[src/rtl/sw_event_scheduler_if.sv]
// Event port of the switch scheduler: one valid/ready channel carrying the
// index of the switch that changed and the direction of the change.
interface sw_event_scheduler_if #(
    parameter int ID_W = 2
) ();
    logic            evt_valid_o;
    logic            evt_ready_i;
    logic [ID_W-1:0] evt_id_o;
    logic            evt_rise_o;

    modport master (
        output evt_valid_o,
        output evt_id_o,
        output evt_rise_o,
        input  evt_ready_i
    );

    modport slave (
        input  evt_valid_o,
        input  evt_id_o,
        input  evt_rise_o,
        output evt_ready_i
    );
endinterface

[src/rtl/sw_event_scheduler.sv]
// Debounces N_SW switches on one shared sample tick and delivers every accepted
// level change as a press/release event, round-robin, on a single valid/ready port.
module sw_event_scheduler #(
    parameter int N_SW       = 4,
    parameter int TICK_DIV   = 50000,
    parameter int STABLE_CNT = 8
) (
    input  logic                 clk_50,
    input  logic                 reset_n,
    input  logic [N_SW-1:0]      sw_i,
    output logic [N_SW-1:0]      sw_state_o,
    output logic                 ovf_o,
    input  logic                 ovf_clr_i,
    sw_event_scheduler_if.master evt
);
    // The connected interface must be instantiated with ID_W matching this value.
    localparam int ID_W  = (N_SW > 1) ? $clog2(N_SW) : 1;
    localparam int PRE_W = $clog2(TICK_DIV);
    localparam int CNT_W = (STABLE_CNT > 1) ? $clog2(STABLE_CNT) : 1;

    typedef enum logic {S_IDLE, S_PRESENT} state_t;

    logic [N_SW-1:0]  sync1_reg;
    logic [N_SW-1:0]  sync2_reg;
    logic [PRE_W-1:0] pre_reg;
    logic             tick;
    logic [N_SW-1:0]  pend_vec;
    logic [N_SW-1:0]  rise_vec;
    logic [N_SW-1:0]  ovf_set_vec;
    logic [N_SW-1:0]  capture_vec;
    logic             ovf_reg;

    state_t           fsm_reg, fsm_next;
    logic             valid_reg, valid_next;
    logic             rise_out_reg, rise_out_next;
    logic [ID_W-1:0]  id_reg, id_next;
    logic [ID_W-1:0]  ptr_reg, ptr_next;
    logic [ID_W-1:0]  sel_idx;
    logic             sel_found;

    always_ff @(posedge clk_50 or negedge reset_n) begin
        if (!reset_n) begin
            sync1_reg <= '0;
            sync2_reg <= '0;
        end else begin
            sync1_reg <= sw_i;
            sync2_reg <= sync1_reg;
        end
    end

    assign tick = (pre_reg == PRE_W'(TICK_DIV - 1));

    always_ff @(posedge clk_50 or negedge reset_n) begin
        if (!reset_n)
            pre_reg <= '0;
        else if (tick)
            pre_reg <= '0;
        else
            pre_reg <= pre_reg + PRE_W'(1);
    end

    genvar gi;
    generate
        for (gi = 0; gi < N_SW; gi++) begin : g_sw
            logic [CNT_W-1:0] cnt_reg;
            logic             state_reg;
            logic             pend_reg;
            logic             rise_reg;
            logic             accept;

            assign accept = tick && (sync2_reg[gi] != state_reg) &&
                            (cnt_reg == CNT_W'(STABLE_CNT - 1));

            always_ff @(posedge clk_50 or negedge reset_n) begin
                if (!reset_n) begin
                    cnt_reg   <= '0;
                    state_reg <= 1'b0;
                    pend_reg  <= 1'b0;
                    rise_reg  <= 1'b0;
                end else begin
                    if (tick) begin
                        if (sync2_reg[gi] == state_reg) begin
                            cnt_reg <= '0;
                        end else if (accept) begin
                            cnt_reg   <= '0;
                            state_reg <= sync2_reg[gi];
                            rise_reg  <= sync2_reg[gi];
                        end else begin
                            cnt_reg <= cnt_reg + CNT_W'(1);
                        end
                    end
                    // A fresh acceptance beats a capture in the same cycle.
                    if (accept)
                        pend_reg <= 1'b1;
                    else if (capture_vec[gi])
                        pend_reg <= 1'b0;
                end
            end

            assign sw_state_o[gi]  = state_reg;
            assign pend_vec[gi]    = pend_reg;
            assign rise_vec[gi]    = rise_reg;
            assign ovf_set_vec[gi] = accept && pend_reg && !capture_vec[gi];
        end
    endgenerate

    // First pending switch at or after the pointer, wrapping back to switch 0.
    always_comb begin
        sel_found = 1'b0;
        sel_idx   = '0;
        for (int j = 0; j < N_SW; j++) begin
            if (!sel_found && pend_vec[j] && (ID_W'(j) >= ptr_reg)) begin
                sel_found = 1'b1;
                sel_idx   = ID_W'(j);
            end
        end
        for (int j = 0; j < N_SW; j++) begin
            if (!sel_found && pend_vec[j]) begin
                sel_found = 1'b1;
                sel_idx   = ID_W'(j);
            end
        end
    end

    always_comb begin
        fsm_next      = fsm_reg;
        valid_next    = valid_reg;
        id_next       = id_reg;
        rise_out_next = rise_out_reg;
        ptr_next      = ptr_reg;
        capture_vec   = '0;
        case (fsm_reg)
            S_IDLE: begin
                if (sel_found) begin
                    fsm_next             = S_PRESENT;
                    valid_next           = 1'b1;
                    id_next              = sel_idx;
                    rise_out_next        = rise_vec[sel_idx];
                    capture_vec[sel_idx] = 1'b1;
                    ptr_next = (sel_idx == ID_W'(N_SW - 1)) ? '0 : sel_idx + ID_W'(1);
                end
            end
            S_PRESENT: begin
                if (evt.evt_ready_i) begin
                    fsm_next   = S_IDLE;
                    valid_next = 1'b0;
                end
            end
            default: fsm_next = S_IDLE;
        endcase
    end

    always_ff @(posedge clk_50 or negedge reset_n) begin
        if (!reset_n) begin
            fsm_reg      <= S_IDLE;
            valid_reg    <= 1'b0;
            id_reg       <= '0;
            rise_out_reg <= 1'b0;
            ptr_reg      <= '0;
        end else begin
            fsm_reg      <= fsm_next;
            valid_reg    <= valid_next;
            id_reg       <= id_next;
            rise_out_reg <= rise_out_next;
            ptr_reg      <= ptr_next;
        end
    end

    // Setting the overflow flag takes priority over a same-cycle clear.
    always_ff @(posedge clk_50 or negedge reset_n) begin
        if (!reset_n)
            ovf_reg <= 1'b0;
        else if (|ovf_set_vec)
            ovf_reg <= 1'b1;
        else if (ovf_clr_i)
            ovf_reg <= 1'b0;
    end

    assign ovf_o           = ovf_reg;
    assign evt.evt_valid_o = valid_reg;
    assign evt.evt_id_o    = id_reg;
    assign evt.evt_rise_o  = rise_out_reg;

endmodule

[src/flat_wrapper.sv]
// flat-port wrapper written by rule: the top's interface ports become plain ports
module sw_event_scheduler_flat 
#(
    parameter int N_SW       = 4,
    parameter int TICK_DIV   = 50000,
    parameter int STABLE_CNT = 8
)
  (clk_50, reset_n, sw_i, sw_state_o, ovf_o, ovf_clr_i, evt_evt_valid_o, evt_evt_id_o, evt_evt_rise_o, evt_evt_ready_i);
  sw_event_scheduler_if #(.ID_W(2)) evt_i ();
  input  logic clk_50;
  input  logic reset_n;
  input  logic [N_SW-1:0] sw_i;
  output logic [N_SW-1:0] sw_state_o;
  output logic ovf_o;
  input  logic ovf_clr_i;
  output wire logic [$bits(evt_i.evt_valid_o)-1:0] evt_evt_valid_o;
  output wire logic [$bits(evt_i.evt_id_o)-1:0] evt_evt_id_o;
  output wire logic [$bits(evt_i.evt_rise_o)-1:0] evt_evt_rise_o;
  input wire logic [$bits(evt_i.evt_ready_i)-1:0] evt_evt_ready_i;
  assign evt_evt_valid_o = evt_i.evt_valid_o;
  assign evt_evt_id_o = evt_i.evt_id_o;
  assign evt_evt_rise_o = evt_i.evt_rise_o;
  assign evt_i.evt_ready_i = evt_evt_ready_i;
  sw_event_scheduler #(.N_SW(N_SW), .TICK_DIV(TICK_DIV), .STABLE_CNT(STABLE_CNT)) u_core (.clk_50(clk_50), .reset_n(reset_n), .sw_i(sw_i), .sw_state_o(sw_state_o), .ovf_o(ovf_o), .ovf_clr_i(ovf_clr_i), .evt(evt_i));
endmodule
[config.mk]
export PLATFORM = sky130hd
export DESIGN_NAME = sw_event_scheduler_flat
export DESIGN_NICKNAME = d
export VERILOG_FILES = /design/src/rtl/sw_event_scheduler_if.sv /design/src/rtl/sw_event_scheduler.sv /design/src/flat_wrapper.sv
export SDC_FILE = /design/constraint.sdc
export NUM_CORES = 1
export LEC_CHECK = 0
export CAP_MARGIN = 20
export CORE_MARGIN = 1.5
export CORE_UTILIZATION = 58
export DETAILED_ROUTE_END_ITERATION = 8
export PLACE_DENSITY = 0.79
export SLEW_MARGIN = 15
export SYNTH_ARGS = -nofsm -noshare
export SYNTH_HDL_FRONTEND = slang
export SYNTH_SLANG_ARGS = --single-unit
[constraint.sdc]
create_clock -name clk_50 -period 2.2 [get_ports clk_50]
set_input_delay 0.44 -clock clk_50 [delete_from_list [all_inputs] [get_ports clk_50]]
set_output_delay 0.44 -clock clk_50 [all_outputs]
set_load 0.005 [all_outputs]
Yosys cells after proc, flatten, opt, wreduce, memory -nomap -nowiden --
Cells that the tools add are included.
Word-level totals: output and inout bits 9, memories 0, logic and storage cells 152, bits in writable memories 0, input port bits 8, flip-flop bits (word level) 52, ROM bits 0, latch bits 0
Cells by class: multiply operators 0, mux-type cells 47, magnitude comparators 6, equal/unequal tests 16, bitwise operators 5, shift-type cells 0, divide/modulo/power cells 0, reduce and logical (&&, ||, !) cells 51, add/subtract/negate cells 6
Operators with widths (count):
- $logic_and 1x1->1 | 28
- $mux 1 | 25
- $mux 3 | 8
- $add 16x1->16 const B | 1
- $eq 16x16->1 const B | 1
- $mux 16 | 1
- $mux 2 | 7
- $add 3x1->3 const B | 4
- $eq 3x3->1 const B | 4
- $reduce_and 3->1 | 4
- $logic_not 1->1 | 11
- $reduce_bool 2->1 | 5
- $mux 4 | 2
- $not 1->1 | 5
- $eq 1x1->1 | 4
- $ge 1x2->1 const A | 2
- $ge 2x2->1 const A | 2
- $ne 1x1->1 | 4
- $pmux 1 s2 | 2
- $reduce_and 2->1 | 2
- $reduce_or 4->1 | 1
- $lt 2x3->1 const B | 1
- $add 2x1->2 const B | 1
- $bmux 1 s2 | 1
- 5 further kinds | 5

Logic depth before layout (Yosys ltp) --
Gate-level depths: netlist of run 1.
word-level depth 37, depth in mapped cells 11, mapped depth without buffers 10

Worst setup path after synthesis of run 1 --
OpenSTA, ideal clock, no wires.
path kind register to register, from reg u_core.pre_reg[11], to reg u_core.g_sw[3].state_reg, stages on the path, launching flop included 5, required time 2073 ps, buffers on the path 0, library setup time 127 ps, arrival time 1745 ps, period minus slack after synthesis 1872 ps, setup slack 328 ps, cell sequence dfrtp_1 > or4b_4 > nor4_4 > nand2_1 > mux2_1
Between the ends: longest elaborated chain between the ends 4
RTL lines:
- start, declared | line sw_event_scheduler.sv:25 | logic [PRE_W-1:0] pre_reg;
- start signal, assigned | line sw_event_scheduler.sv:59 | pre_reg <= pre_reg + PRE_W'(1);
- $eq 16x16->1 (*) | line sw_event_scheduler.sv:51 | assign tick = (pre_reg == PRE_W'(TICK_DIV - 1));
- $logic_and 1x1->1 (2 in a row) | line sw_event_scheduler.sv:71 | assign accept = tick && (sync2_reg[gi] != state_reg) &&
- $reduce_and 3->1 (no source line) (*)
- end signal, assigned | line sw_event_scheduler.sv:86 | state_reg <= sync2_reg[gi];
- end, declared | line sw_event_scheduler.sv:66 | logic state_reg;
Mark *: on every way between the ends. The rest lies on a longest branch, timed or not. A chain may end at the register's enable or synchronous reset.

Worst setup path after layout of run 1 --
from reg u_core.ptr_reg[1], to reg u_core.ovf_reg, in the netlist u_core.ovf_o
Between the ends: longest elaborated chain between the ends 37, elaborated cells between the ends (all ways) 55, those cells by class 6 x order compare; 20 x mux; 29 x reduce/logical
RTL lines:
- start, declared | line sw_event_scheduler.sv:37 | logic [ID_W-1:0] ptr_reg, ptr_next;
- start signal, assigned | line sw_event_scheduler.sv:165 | ptr_reg <= ptr_next;
- $ge 1x2->1 | line sw_event_scheduler.sv:112 | if (!sel_found && pend_vec[j] && (ID_W'(j) >= ptr_reg)) begin
- $logic_and 1x1->1 | line sw_event_scheduler.sv:112
- $mux 1 | line sw_event_scheduler.sv:112
- $logic_not 1->1 | line sw_event_scheduler.sv:112
- $logic_and 1x1->1 (2 in a row) | line sw_event_scheduler.sv:112
- $mux 1 | line sw_event_scheduler.sv:112
- $logic_not 1->1 | line sw_event_scheduler.sv:112
- $logic_and 1x1->1 (2 in a row) | line sw_event_scheduler.sv:112
- [19 not listed]
- $mux 1 (implied by the code) | line sw_event_scheduler.sv:139 | capture_vec[sel_idx] = 1'b1;
- $demux 1 s2
- $mux 4 (*) | line sw_event_scheduler.sv:134 | if (sel_found) begin
- $mux 4 (*) | line sw_event_scheduler.sv:132 | case (fsm_reg)
- $logic_not 1->1 | line sw_event_scheduler.sv:103 | assign ovf_set_vec[gi] = accept && pend_reg && !capture_vec[gi];
- $logic_and 1x1->1 | line sw_event_scheduler.sv:103
- $reduce_or 4->1 (*) | line sw_event_scheduler.sv:173 | else if (|ovf_set_vec)
- $mux 1 / $reduce_bool 2->1 (equally long branches)
- end signal, assigned | line sw_event_scheduler.sv:172 | ovf_reg <= 1'b0;
- end signal, assigned | line sw_event_scheduler.sv:174 | ovf_reg <= 1'b1;
- end signal, assigned | line sw_event_scheduler.sv:176 | ovf_reg <= 1'b0;
- end, declared | line sw_event_scheduler.sv:31 | logic ovf_reg;
Marked as above.

==> results of run 1 <==
## final cells by class
| cell class | instances | area share [%] |
|---|---|---|
| clock buffer | 7 | 3.45 |
| inverter | 11 | 1.48 |
| clock inverter | 1 | 1.08 |
| sequential | 52 | 46.7 |
| multi-input combinational | 167 | 37.6 |
| timing repair buffer | 23 | 7.45 |
| tap | 50 | 2.24 |
## kinds of logic after synthesis
family	Yosys count	synth area share, %
AND/OR/NAND/NOR	99	20.1
flip-flops	52	53.4
AO/OA/AOI/OAI	34	8.12
buffers and inverters	19	3.75
XOR/XNOR	17	6.12
adder cells (fa/ha/maj)	13	6.68
multiplexers	4	1.80
## repair_timing
item                                    CTS  global route
hold buffers                              0             0
resized for setup                         1             4
endpoints found under the setup margin    1             1
## placed cells by master, fill, tap and decap left out, types with 2 or more instances in the layout
master	n
sky130_fd_sc_hd__dfrtp_1	52
sky130_fd_sc_hd__nand2_1	44
sky130_fd_sc_hd__nor2_1	15
sky130_fd_sc_hd__clkdlybuf4s50_1	15
sky130_fd_sc_hd__nand3_1	13
sky130_fd_sc_hd__o21ai_0	13
sky130_fd_sc_hd__ha_1	13
sky130_fd_sc_hd__inv_1	11
sky130_fd_sc_hd__xnor2_1	9
sky130_fd_sc_hd__xor2_1	8
sky130_fd_sc_hd__nor2b_1	8
sky130_fd_sc_hd__clkbuf_8	7
sky130_fd_sc_hd__buf_4	7
sky130_fd_sc_hd__a21oi_1	5
sky130_fd_sc_hd__o21ai_1	5
sky130_fd_sc_hd__nand4_1	3
sky130_fd_sc_hd__mux2_1	3
sky130_fd_sc_hd__nand4b_1	2
sky130_fd_sc_hd__and4_1	2
sky130_fd_sc_hd__nor3_1	2
sky130_fd_sc_hd__a21o_1	2
sky130_fd_sc_hd__o22ai_1	2
sky130_fd_sc_hd__nand2b_1	2
## cells in the mapped netlist
| cell | instances | area share [%] |
|---|---|---|
| sky130_fd_sc_hd__or3b_2 | 1 | 0.36 |
| sky130_fd_sc_hd__a2bb2oi_1 | 1 | 0.36 |
| sky130_fd_sc_hd__mux2i_1 | 1 | 0.41 |
| sky130_fd_sc_hd__inv_1 | 11 | 1.7 |
| sky130_fd_sc_hd__buf_2 | 1 | 0.21 |
| sky130_fd_sc_hd__nand2b_1 | 2 | 0.51 |
| sky130_fd_sc_hd__o311ai_0 | 1 | 0.36 |
| sky130_fd_sc_hd__a31oi_1 | 1 | 0.26 |
| sky130_fd_sc_hd__a31o_2 | 1 | 0.36 |
| sky130_fd_sc_hd__nand4_1 | 3 | 0.77 |
| sky130_fd_sc_hd__o21ai_1 | 2 | 0.41 |
| sky130_fd_sc_hd__nor2_1 | 15 | 2.3 |
| sky130_fd_sc_hd__and2_1 | 1 | 0.26 |
| sky130_fd_sc_hd__clkbuf_1 | 2 | 0.31 |
| sky130_fd_sc_hd__mux2_1 | 3 | 1.4 |
| sky130_fd_sc_hd__nor4_4 | 1 | 0.87 |
| sky130_fd_sc_hd__o31ai_1 | 1 | 0.31 |
| sky130_fd_sc_hd__o21ai_0 | 16 | 3.3 |
| sky130_fd_sc_hd__nor3_1 | 2 | 0.41 |
| sky130_fd_sc_hd__xor2_1 | 8 | 2.9 |
| sky130_fd_sc_hd__nor2b_1 | 8 | 2.1 |
| sky130_fd_sc_hd__nand2_1 | 44 | 6.8 |
| sky130_fd_sc_hd__o211ai_1 | 1 | 0.31 |
| sky130_fd_sc_hd__nor4_1 | 1 | 0.26 |
| sky130_fd_sc_hd__a21o_1 | 2 | 0.62 |
| sky130_fd_sc_hd__xnor2_1 | 9 | 3.2 |
| sky130_fd_sc_hd__or4_1 | 1 | 0.31 |
| sky130_fd_sc_hd__or4b_4 | 1 | 0.57 |
| sky130_fd_sc_hd__a21oi_1 | 5 | 1.0 |
| sky130_fd_sc_hd__o22ai_1 | 2 | 0.51 |
| sky130_fd_sc_hd__buf_4 | 5 | 1.5 |
| sky130_fd_sc_hd__o21bai_1 | 1 | 0.31 |
| sky130_fd_sc_hd__dfrtp_1 | 52 | 53 |
| sky130_fd_sc_hd__and3_1 | 2 | 0.51 |
| sky130_fd_sc_hd__and4_1 | 2 | 0.72 |
| sky130_fd_sc_hd__nand4b_1 | 2 | 0.72 |
| sky130_fd_sc_hd__ha_1 | 13 | 6.7 |
| sky130_fd_sc_hd__nand3_1 | 13 | 2.7 |
## worst register-to-register path, stage by stage, from the launching register on
cell,delay (ns)
sky130_fd_sc_hd__dfrtp_1,0.45
sky130_fd_sc_hd__nand2_1,0.10
sky130_fd_sc_hd__a21o_1,0.20
sky130_fd_sc_hd__and3_2,0.22
sky130_fd_sc_hd__inv_1,0.11
sky130_fd_sc_hd__ha_1,0.15
sky130_fd_sc_hd__inv_1,0.03
sky130_fd_sc_hd__o21ai_0,0.24
sky130_fd_sc_hd__o22ai_1,0.16
sky130_fd_sc_hd__o21ai_0,0.19
sky130_fd_sc_hd__o21ai_0,0.10
## metal layers
layer  wire length, um  vias up
li1                  -      844
met4               127        0
met3               203       12
met1              2030      829
met5                 0        -
met2              1930       48
## worst max-delay path by stage
stage	end	slack, ns
2_1_floorplan	u_core.g_sw[3].state_reg	0.33
3_3_place_gp	u_core.ovf_o	0.17
3_5_place_dp	u_core.ovf_o	0.12
4_1_cts	u_core.ovf_o	0.03
5_1_grt	u_core.ovf_o	0.04
6_report	u_core.ovf_o	0.13
## metrics by stage
stage / hold slack, ns / power (mW) / area [um2] / std cells / util [%]
after global placement: 0.333 / 1.03 / 2660 / 303 / 65.9
after floorplan: 0.144 / 0.998 / 2430 / 238 / -
after detailed placement: 0.337 / 1.03 / 2660 / 303 / 65.9
after CTS: 0.251 / 1.74 / 2790 / 311 / 69.2
after global routing: 0.284 / 1.77 / 2790 / 311 / 69.2
final: 0.214 / 1.72 / 2790 / 311 / 69.2
## power by group
group	internal (mW)	leakage (nW)	total, mW	switching [mW]
registers	0.964	0.693	0.971	0.00755
clock network	0.401	0.0645	0.708	0.307
logic	0.0161	0.607	0.0409	0.0249
total	1.38	1.36	1.72	0.339
==> report_table.html, run 1 <==
<table>
<tr><th>Metric</th><th>Value</th></tr>
<tr><th colspan="2">STA</th></tr>
<tr><td>Final Hold Violating Endpoints</td><td>0</td></tr>
<tr><td>Relative slew slack</td><td>57.7%</td></tr>
<tr><td>Unrepaired setup endpoints after global routing</td><td>no</td></tr>
<tr><td>Post-route clock skew</td><td>0.00968 ns</td></tr>
<tr><td>Final Critical Period</td><td>2.07 ns</td></tr>
<tr><td>Final Max Slew Viols</td><td>0</td></tr>
<tr><td>Actual transition at the worst max-transition pin</td><td>0.635 ns</td></tr>
<tr><td>Setup-violating endpoint count in the final report</td><td>0</td></tr>
<tr><td>Final-layout setup total negative slack</td><td>0 ns</td></tr>
<tr><td>Part of the cycle the worst path needs</td><td>94.2%</td></tr>
<tr><td>Final setup slack of the worst path</td><td>0.128 ns</td></tr>
<tr><td>FMAX</td><td>0.483 GHz</td></tr>
<tr><th colspan="2">GRT</th></tr>
<tr><td>Maximum number of pins on one net before global-route repair</td><td>53</td></tr>
<tr><td>Total routing usage reported by global routing</td><td>21.4%</td></tr>
<tr><td>Global route hottest layer</td><td>met2</td></tr>
<tr><td>Gr ovfl total</td><td>0</td></tr>
<tr><td>GR Layer Usage met2</td><td>32.5%</td></tr>
<tr><td>Antenna violations before repair</td><td>0</td></tr>
<tr><td>Met1 capacity usage during global routing</td><td>29.0%</td></tr>
<tr><td>Number of global-route vias before repair</td><td>1617</td></tr>
<tr><td>Global-route wire length before repair</td><td>7190 um</td></tr>
<tr><td>Met3 track utilization from global routing</td><td>4.00%</td></tr>
<tr><th colspan="2">Setup path</th></tr>
<tr><td>Register-to-register setup slack</td><td>0.13 ns</td></tr>
<tr><td>WP depth</td><td>10</td></tr>
<tr><td>First element of the critical path</td><td>u_core.ptr_reg[1]</td></tr>
<tr><td>Kind of capture point of the worst setup path</td><td>flip-flop</td></tr>
<tr><td>Reg-to-reg endpoint</td><td>u_core.ovf_o</td></tr>
<tr><td>Arrival time of the worst setup path</td><td>2.27 ns</td></tr>
<tr><td>Buffer and inverter count on the worst path</td><td>2</td></tr>
<tr><td>Largest delay contributor family on the critical path</td><td>compound AO/OA/AOI/OAI gates</td></tr>
<tr><td>Depth of the worst register-to-register path</td><td>10</td></tr>
<tr><td>Crit Path Class</td><td>flip-flop to flip-flop</td></tr>
<tr><td>Highest net fanout along the worst path</td><td>5</td></tr>
<tr><td>Slowest stage delay, CP</td><td>0.45 ns</td></tr>
<tr><td>Data required time at the worst endpoint</td><td>2.40 ns</td></tr>
<tr><td>Reg-to-Reg Start</td><td>u_core.ptr_reg[1]</td></tr>
<tr><td>Slowest CP cell</td><td>sky130_fd_sc_hd__dfrtp_1</td></tr>
<tr><td>Critical Path Start Type</td><td>flip-flop</td></tr>
<tr><td>Critical path's most frequent cell</td><td>sky130_fd_sc_hd__o21ai_0</td></tr>
<tr><td>Ordered cell list for the critical path</td><td>nand2_1 &gt; a21o_1 &gt; and3_2 &gt; inv_1 &gt; ha_1 &gt; inv_1 &gt; o21ai_0 &gt; o22ai_1 &gt; o21ai_0 &gt; o21ai_0</td></tr>
<tr><th colspan="2">Routing</th></tr>
<tr><td>Number of DRC markers after the initial detailed-route iteration</td><td>55</td></tr>
<tr><td>Number of iterations in the first detailed-routing pass</td><td>4</td></tr>
<tr><td>DR DRC count</td><td>0</td></tr>
<tr><td>Total number of vias</td><td>1733</td></tr>
<tr><td>Sum of routed wire length over all layers</td><td>4290 um</td></tr>
<tr><td>Residual antenna-violating net count after detailed routing</td><td>0</td></tr>
<tr><td>Average wire per standard cell</td><td>13.8 um</td></tr>
<tr><td>Via density per instance</td><td>5.57</td></tr>
<tr><th colspan="2">Yosys</th></tr>
<tr><td>Number of warning messages in the yosys log</td><td>0</td></tr>
<tr><td>Yosys cell types</td><td>38</td></tr>
<tr><td>Synthesized instance count</td><td>238</td></tr>
<tr><td>Cell area after synthesis</td><td>2430 um2</td></tr>
<tr><td>Share of synthesized area occupied by flip-flops and latches</td><td>53.4%</td></tr>
<tr><td>Total nets after synthesis</td><td>259</td></tr>
<tr><td>Number of register bits inferred by synthesis</td><td>52</td></tr>
<tr><td>Average size of a mapped cell</td><td>10.2 um2</td></tr>
<tr><th colspan="2">Cells and area</th></tr>
<tr><td>Max FFs per register</td><td>16</td></tr>
<tr><td>Area taken by flip-flops and latches</td><td>1300 um2</td></tr>
<tr><td>Antenna diode instance count</td><td>0</td></tr>
<tr><td>Layout filler cell count</td><td>298</td></tr>
<tr><td>Area growth from synthesis to layout</td><td>14.5%</td></tr>
<tr><td>Layout cells sized above 1</td><td>8.43%</td></tr>
<tr><td>Final #Nets</td><td>281</td></tr>
<tr><td>Multi-input logic area</td><td>1050 um2</td></tr>
<tr><th colspan="2">Power</th></tr>
<tr><td>Power density of the placed cells</td><td>617 nW/um2</td></tr>
<tr><td>Worst vdd rail ir drop</td><td>474 uV</td></tr>
<tr><td>Leakage power</td><td>1.36 nW</td></tr>
<tr><th colspan="2">Clock tree</th></tr>
<tr><td>Clock Root Buffer</td><td>sky130_fd_sc_hd__clkbuf_8</td></tr>
<tr><td>Count of clock tree sinks</td><td>52</td></tr>
<tr><td>CTS HTree Levels</td><td>2</td></tr>
<tr><td>Bufs on Longest Clock Path</td><td>2</td></tr>
<tr><td>Worst-path clk slew</td><td>0.09 ns</td></tr>
<tr><td>TritonCTS buffer count</td><td>5</td></tr>
<tr><td>CTS tree</td><td>built</td></tr>
<tr><td>Setup repair bufs after CTS</td><td>0</td></tr>
<tr><td>Insertion delay to the later sink of the worst-skew pair</td><td>0.31 ns</td></tr>
<tr><th colspan="2">Floorplan</th></tr>
<tr><td>Starting utilization of the core area</td><td>60.4%</td></tr>
<tr><td>Die area</td><td>4600 um2</td></tr>
<tr><td>Number of primary I/O pins</td><td>17</td></tr>
<tr><td>Core area</td><td>4030 um2</td></tr>
<tr><td>Floorplan row count</td><td>23</td></tr>
<tr><td>Vertical die dimension</td><td>67.8 um</td></tr>
<tr><td>Floorplan die width</td><td>67.8 um</td></tr>
<tr><th colspan="2">Place</th></tr>
<tr><td>Pre-CTS setup slack</td><td>0.125 ns</td></tr>
<tr><td>Routability cong.</td><td>0.784</td></tr>
<tr><td>HPWL Detailed</td><td>2970 um</td></tr>
<tr><td>Number of port buffers</td><td>16</td></tr>
<tr><th colspan="2">Job</th></tr>
<tr><td>Count of max-cap constraint violations</td><td>0</td></tr>
<tr><th colspan="2">Status</th></tr>
<tr><td>Outcome</td><td>complete, no violations</td></tr>
<tr><th colspan="2">Worst hold path</th></tr>
<tr><td>Worst min-delay path class</td><td>input pin to async pin</td></tr>
</table>
(Power assumes the default switching activity.)
==> run 2: changes to the inputs <==
--- a/config.mk
+++ b/config.mk
@@ -8,6 +8,7 @@
 export CAP_MARGIN = 20
 export CORE_MARGIN = 1.5
 export CORE_UTILIZATION = 58
+export CTS_CLUSTER_SIZE = 12
 export DETAILED_ROUTE_END_ITERATION = 8
 export PLACE_DENSITY = 0.79
 export SLEW_MARGIN = 15
==> results of run 2 <==
Same layout as run 1: the final DEF is identical, and so are final timing and power.
==> run 3: changes to the inputs <==
--- a/config.mk
+++ b/config.mk
@@ -6,10 +6,11 @@
 export NUM_CORES = 1
 export LEC_CHECK = 0
 export CAP_MARGIN = 20
-export CORE_MARGIN = 1.5
+export CORE_MARGIN = 2
 export CORE_UTILIZATION = 58
 export CTS_CLUSTER_SIZE = 12
 export DETAILED_ROUTE_END_ITERATION = 8
+export MAX_ROUTING_LAYER = met4
 export PLACE_DENSITY = 0.79
 export SLEW_MARGIN = 15
 export SYNTH_ARGS = -nofsm -noshare
==> run 3 against run 2 <==
  * Utilization up 0.16 points
  * Critical endpoint unchanged
  * Highest routed layer unchanged
  * Cell count down 0.32%
  * Cell area up 0.22%
==> report_table.html, run 3 (synthesis results as in run 1) <==
<table>
<tr><th>Metric</th><th>Value</th></tr>
<tr><th colspan="2">Status</th></tr>
<tr><td>Outcome</td><td>complete, no violations</td></tr>
<tr><th colspan="2">STA</th></tr>
<tr><td>Final-layout setup total negative slack</td><td>0 ns</td></tr>
<tr><td>Setup-violating endpoint count in the final report</td><td>0</td></tr>
<tr><td>Final Max Slew Viols</td><td>0</td></tr>
<tr><td>Post-route clock skew</td><td>0.00942 ns</td></tr>
<tr><td>Relative slew slack</td><td>74.3%</td></tr>
<tr><td>Actual transition at the worst max-transition pin</td><td>0.384 ns</td></tr>
<tr><td>FMAX</td><td>0.479 GHz</td></tr>
<tr><td>Final Critical Period</td><td>2.09 ns</td></tr>
<tr><td>Part of the cycle the worst path needs</td><td>94.9%</td></tr>
<tr><td>Unrepaired setup endpoints after global routing</td><td>no</td></tr>
<tr><td>Final Hold Violating Endpoints</td><td>0</td></tr>
<tr><th colspan="2">Cells and area</th></tr>
<tr><td>Layout filler cell count</td><td>306</td></tr>
<tr><td>Antenna diode instance count</td><td>0</td></tr>
<tr><td>Final standard cell utilization of the core</td><td>69.4%</td></tr>
<tr><td>Layout cells sized above 1</td><td>8.85%</td></tr>
<tr><td>Area of all placed cells without fillers</td><td>2800 um2</td></tr>
<tr><td>Most common cell after layout, fill and taps aside</td><td>sky130_fd_sc_hd__dfrtp_1</td></tr>
<tr><td>Area growth from synthesis to layout</td><td>14.8%</td></tr>
<tr><td>Final #Nets</td><td>280</td></tr>
<tr><td>Multi-input logic area</td><td>1050 um2</td></tr>
<tr><td>Max FFs per register</td><td>16</td></tr>
<tr><td>Area taken by flip-flops and latches</td><td>1300 um2</td></tr>
<tr><td>Commonest cells after routing, fill and taps aside</td><td>sky130_fd_sc_hd__dfrtp_1 (51), sky130_fd_sc_hd__nand2_1 (44), sky130_fd_sc_hd__nor2_1 (15), sky130_fd_sc_hd__clkdlybuf4s50_1 (15)</td></tr>
<tr><td>Filler-free cell count of the finished design</td><td>310</td></tr>
<tr><th colspan="2">Setup path</th></tr>
<tr><td>Crit Path Class</td><td>flip-flop to flip-flop</td></tr>
<tr><td>Arrival time of the worst setup path</td><td>2.26 ns</td></tr>
<tr><td>Kind of capture point of the worst setup path</td><td>flip-flop</td></tr>
<tr><td>Critical Path Start Type</td><td>flip-flop</td></tr>
<tr><td>Data required time at the worst endpoint</td><td>2.38 ns</td></tr>
<tr><td>Depth of the worst register-to-register path</td><td>9</td></tr>
<tr><td>Highest net fanout along the worst path</td><td>5</td></tr>
<tr><th colspan="2">Job</th></tr>
<tr><td>Count of max-cap constraint violations</td><td>0</td></tr>
<tr><th colspan="2">Clock tree</th></tr>
<tr><td>Insertion delay to the later sink of the worst-skew pair</td><td>0.30 ns</td></tr>
<tr><td>Clock Root Buffer</td><td>sky130_fd_sc_hd__clkbuf_8</td></tr>
<tr><td>Hold buffer count at CTS</td><td>0</td></tr>
<tr><td>Count of clock tree sinks</td><td>52</td></tr>
<tr><td>Quantity of gates resized following cts</td><td>1</td></tr>
<tr><td>CTS HTree Levels</td><td>2</td></tr>
<tr><td>CTS tree</td><td>built</td></tr>
<tr><td>Bufs on Longest Clock Path</td><td>2</td></tr>
<tr><td>TritonCTS buffer count</td><td>5</td></tr>
<tr><td>Worst-path clk slew</td><td>0.10 ns</td></tr>
<tr><td>Setup repair bufs after CTS</td><td>0</td></tr>
<tr><th colspan="2">Place</th></tr>
<tr><td>Number of port buffers</td><td>16</td></tr>
<tr><td>HPWL Detailed</td><td>3110 um</td></tr>
<tr><td>DP Cell Count</td><td>302</td></tr>
<tr><td>Placed Area</td><td>2670 um2</td></tr>
<tr><td>Routability cong.</td><td>0.791</td></tr>
<tr><th colspan="2">GRT</th></tr>
<tr><td>Maximum number of pins on one net before global-route repair</td><td>53</td></tr>
<tr><td>Number of global-route vias before repair</td><td>1700</td></tr>
<tr><td>Gr ovfl total</td><td>0</td></tr>
<tr><td>Global-route wire length before repair</td><td>7460 um</td></tr>
<tr><td>Antenna violations before repair</td><td>0</td></tr>
<tr><td>Total routing usage reported by global routing</td><td>21.9%</td></tr>
<tr><th colspan="2">Power</th></tr>
<tr><td>Power density of the placed cells</td><td>593 nW/um2</td></tr>
<tr><td>Leakage power</td><td>1.35 nW</td></tr>
<tr><td>Worst vdd rail ir drop</td><td>459 uV</td></tr>
<tr><th colspan="2">Routing</th></tr>
<tr><td>Number of iterations in the first detailed-routing pass</td><td>4</td></tr>
<tr><td>Via density per instance</td><td>5.54</td></tr>
<tr><td>Sum of routed wire length over all layers</td><td>4390 um</td></tr>
<tr><td>Total number of vias</td><td>1716</td></tr>
<tr><td>Average wire per standard cell</td><td>14.1 um</td></tr>
<tr><td>Number of DRC markers after the initial detailed-route iteration</td><td>164</td></tr>
<tr><td>DR DRC count</td><td>0</td></tr>
<tr><td>Residual antenna-violating net count after detailed routing</td><td>0</td></tr>
<tr><th colspan="2">Floorplan</th></tr>
<tr><td>Floorplan row count</td><td>23</td></tr>
<tr><td>Vertical die dimension</td><td>68.8 um</td></tr>
<tr><td>Number of primary I/O pins</td><td>17</td></tr>
<tr><td>Floorplan die width</td><td>68.8 um</td></tr>
<tr><td>Starting utilization of the core area</td><td>60.4%</td></tr>
<tr><td>Core area</td><td>4030 um2</td></tr>
<tr><td>Die area</td><td>4730 um2</td></tr>
<tr><th colspan="2">Worst hold path</th></tr>
<tr><td>Worst min-delay path class</td><td>input pin to async pin</td></tr>
</table>
run 3: cell types whose count changed in the layout (fill, tap and decap cells not counted):
cell                         before  now
sky130_fd_sc_hd__clkinv_2         0    1
sky130_fd_sc_hd__buf_4            7    4
sky130_fd_sc_hd__clkbuf_8         7    5
sky130_fd_sc_hd__clkinvlp_4       0    1
sky130_fd_sc_hd__buf_12           0    2
sky130_fd_sc_hd__dfrtp_1         52   51
sky130_fd_sc_hd__dfrtp_2          0    1
sky130_fd_sc_hd__nor2b_1          8    7
sky130_fd_sc_hd__nor2b_2          0    1
run 3: worst max-delay path, cell delays in order, from the launching register on:
cell	delay (ns)
sky130_fd_sc_hd__dfrtp_1	0.43
sky130_fd_sc_hd__nor2b_1	0.16
sky130_fd_sc_hd__o21bai_1	0.22
sky130_fd_sc_hd__and3_2	0.31
sky130_fd_sc_hd__ha_1	0.17
sky130_fd_sc_hd__inv_1	0.04
sky130_fd_sc_hd__o21ai_0	0.22
sky130_fd_sc_hd__o22ai_1	0.14
sky130_fd_sc_hd__o21ai_1	0.17
sky130_fd_sc_hd__o21ai_0	0.11
run 3: area by class of cell:
cell class	instances	area share [%]
inverters	11	1.48
repair buffers	22	8.06
flip-flops and latches	52	46.6
well taps	50	2.24
clock buffers	5	2.46
multi-input cells	167	37.6
clock inverters	3	1.52
run 3: stage by stage:
| stage | setup slack (ns) | hold slack, ns | power, mW |
|---|---|---|---|
| 2_1_floorplan | 0.328 | 0.144 | 0.998 |
| 3_3_place_gp | 0.221 | 0.332 | 1.03 |
| 3_5_place_dp | 0.0705 | 0.336 | 1.04 |
| 4_1_cts | 0.00323 | 0.127 | 1.67 |
| 5_1_grt | 0.0289 | 0.138 | 1.71 |
| 6_report | 0.113 | 0.116 | 1.66 |
run 3: path summary, 6_finish.rpt:
| kind | from | endpoint | slack (ns) |
|---|---|---|---|
| max in group asynchronous | reset_n | u_core.ptr_reg[1] | 1.83 |
| setup / recovery | u_core.g_sw[0].pend_reg | u_core.ovf_o | 0.11 |
| hold reg to reg | u_core.sync1_reg[2] | u_core.sync2_reg[2] | 0.35 |
| min in group clk_50 | u_core.sync1_reg[2] | u_core.sync2_reg[2] | 0.35 |
| hold / removal | reset_n | u_core.g_sw[3].state_reg | 0.12 |
| setup reg to reg | u_core.g_sw[0].pend_reg | u_core.ovf_o | 0.11 |
run 3: power by group:
group | leakage, nW | internal (mW) | switching [mW]
clock network | 0.0541 | 0.337 | 0.304
registers | 0.692 | 0.964 | 0.00806
logic | 0.607 | 0.0187 | 0.0255
run 3: layer usage:
| layer | up-vias | part of all wire, % | wire length, um | track usage [%] |
|---|---|---|---|---|
| li1 | 842 | - | - | - |
| met1 | 838 | 46 | 2020 | 27.8 |
| met2 | 31 | 50 | 2200 | 36.5 |
| met3 | 5 | 3.0 | 132 | 4.06 |
| met4 | 0 | 0.78 | 34 | 5.88 |
| met5 | - | 0 | 0 | - |
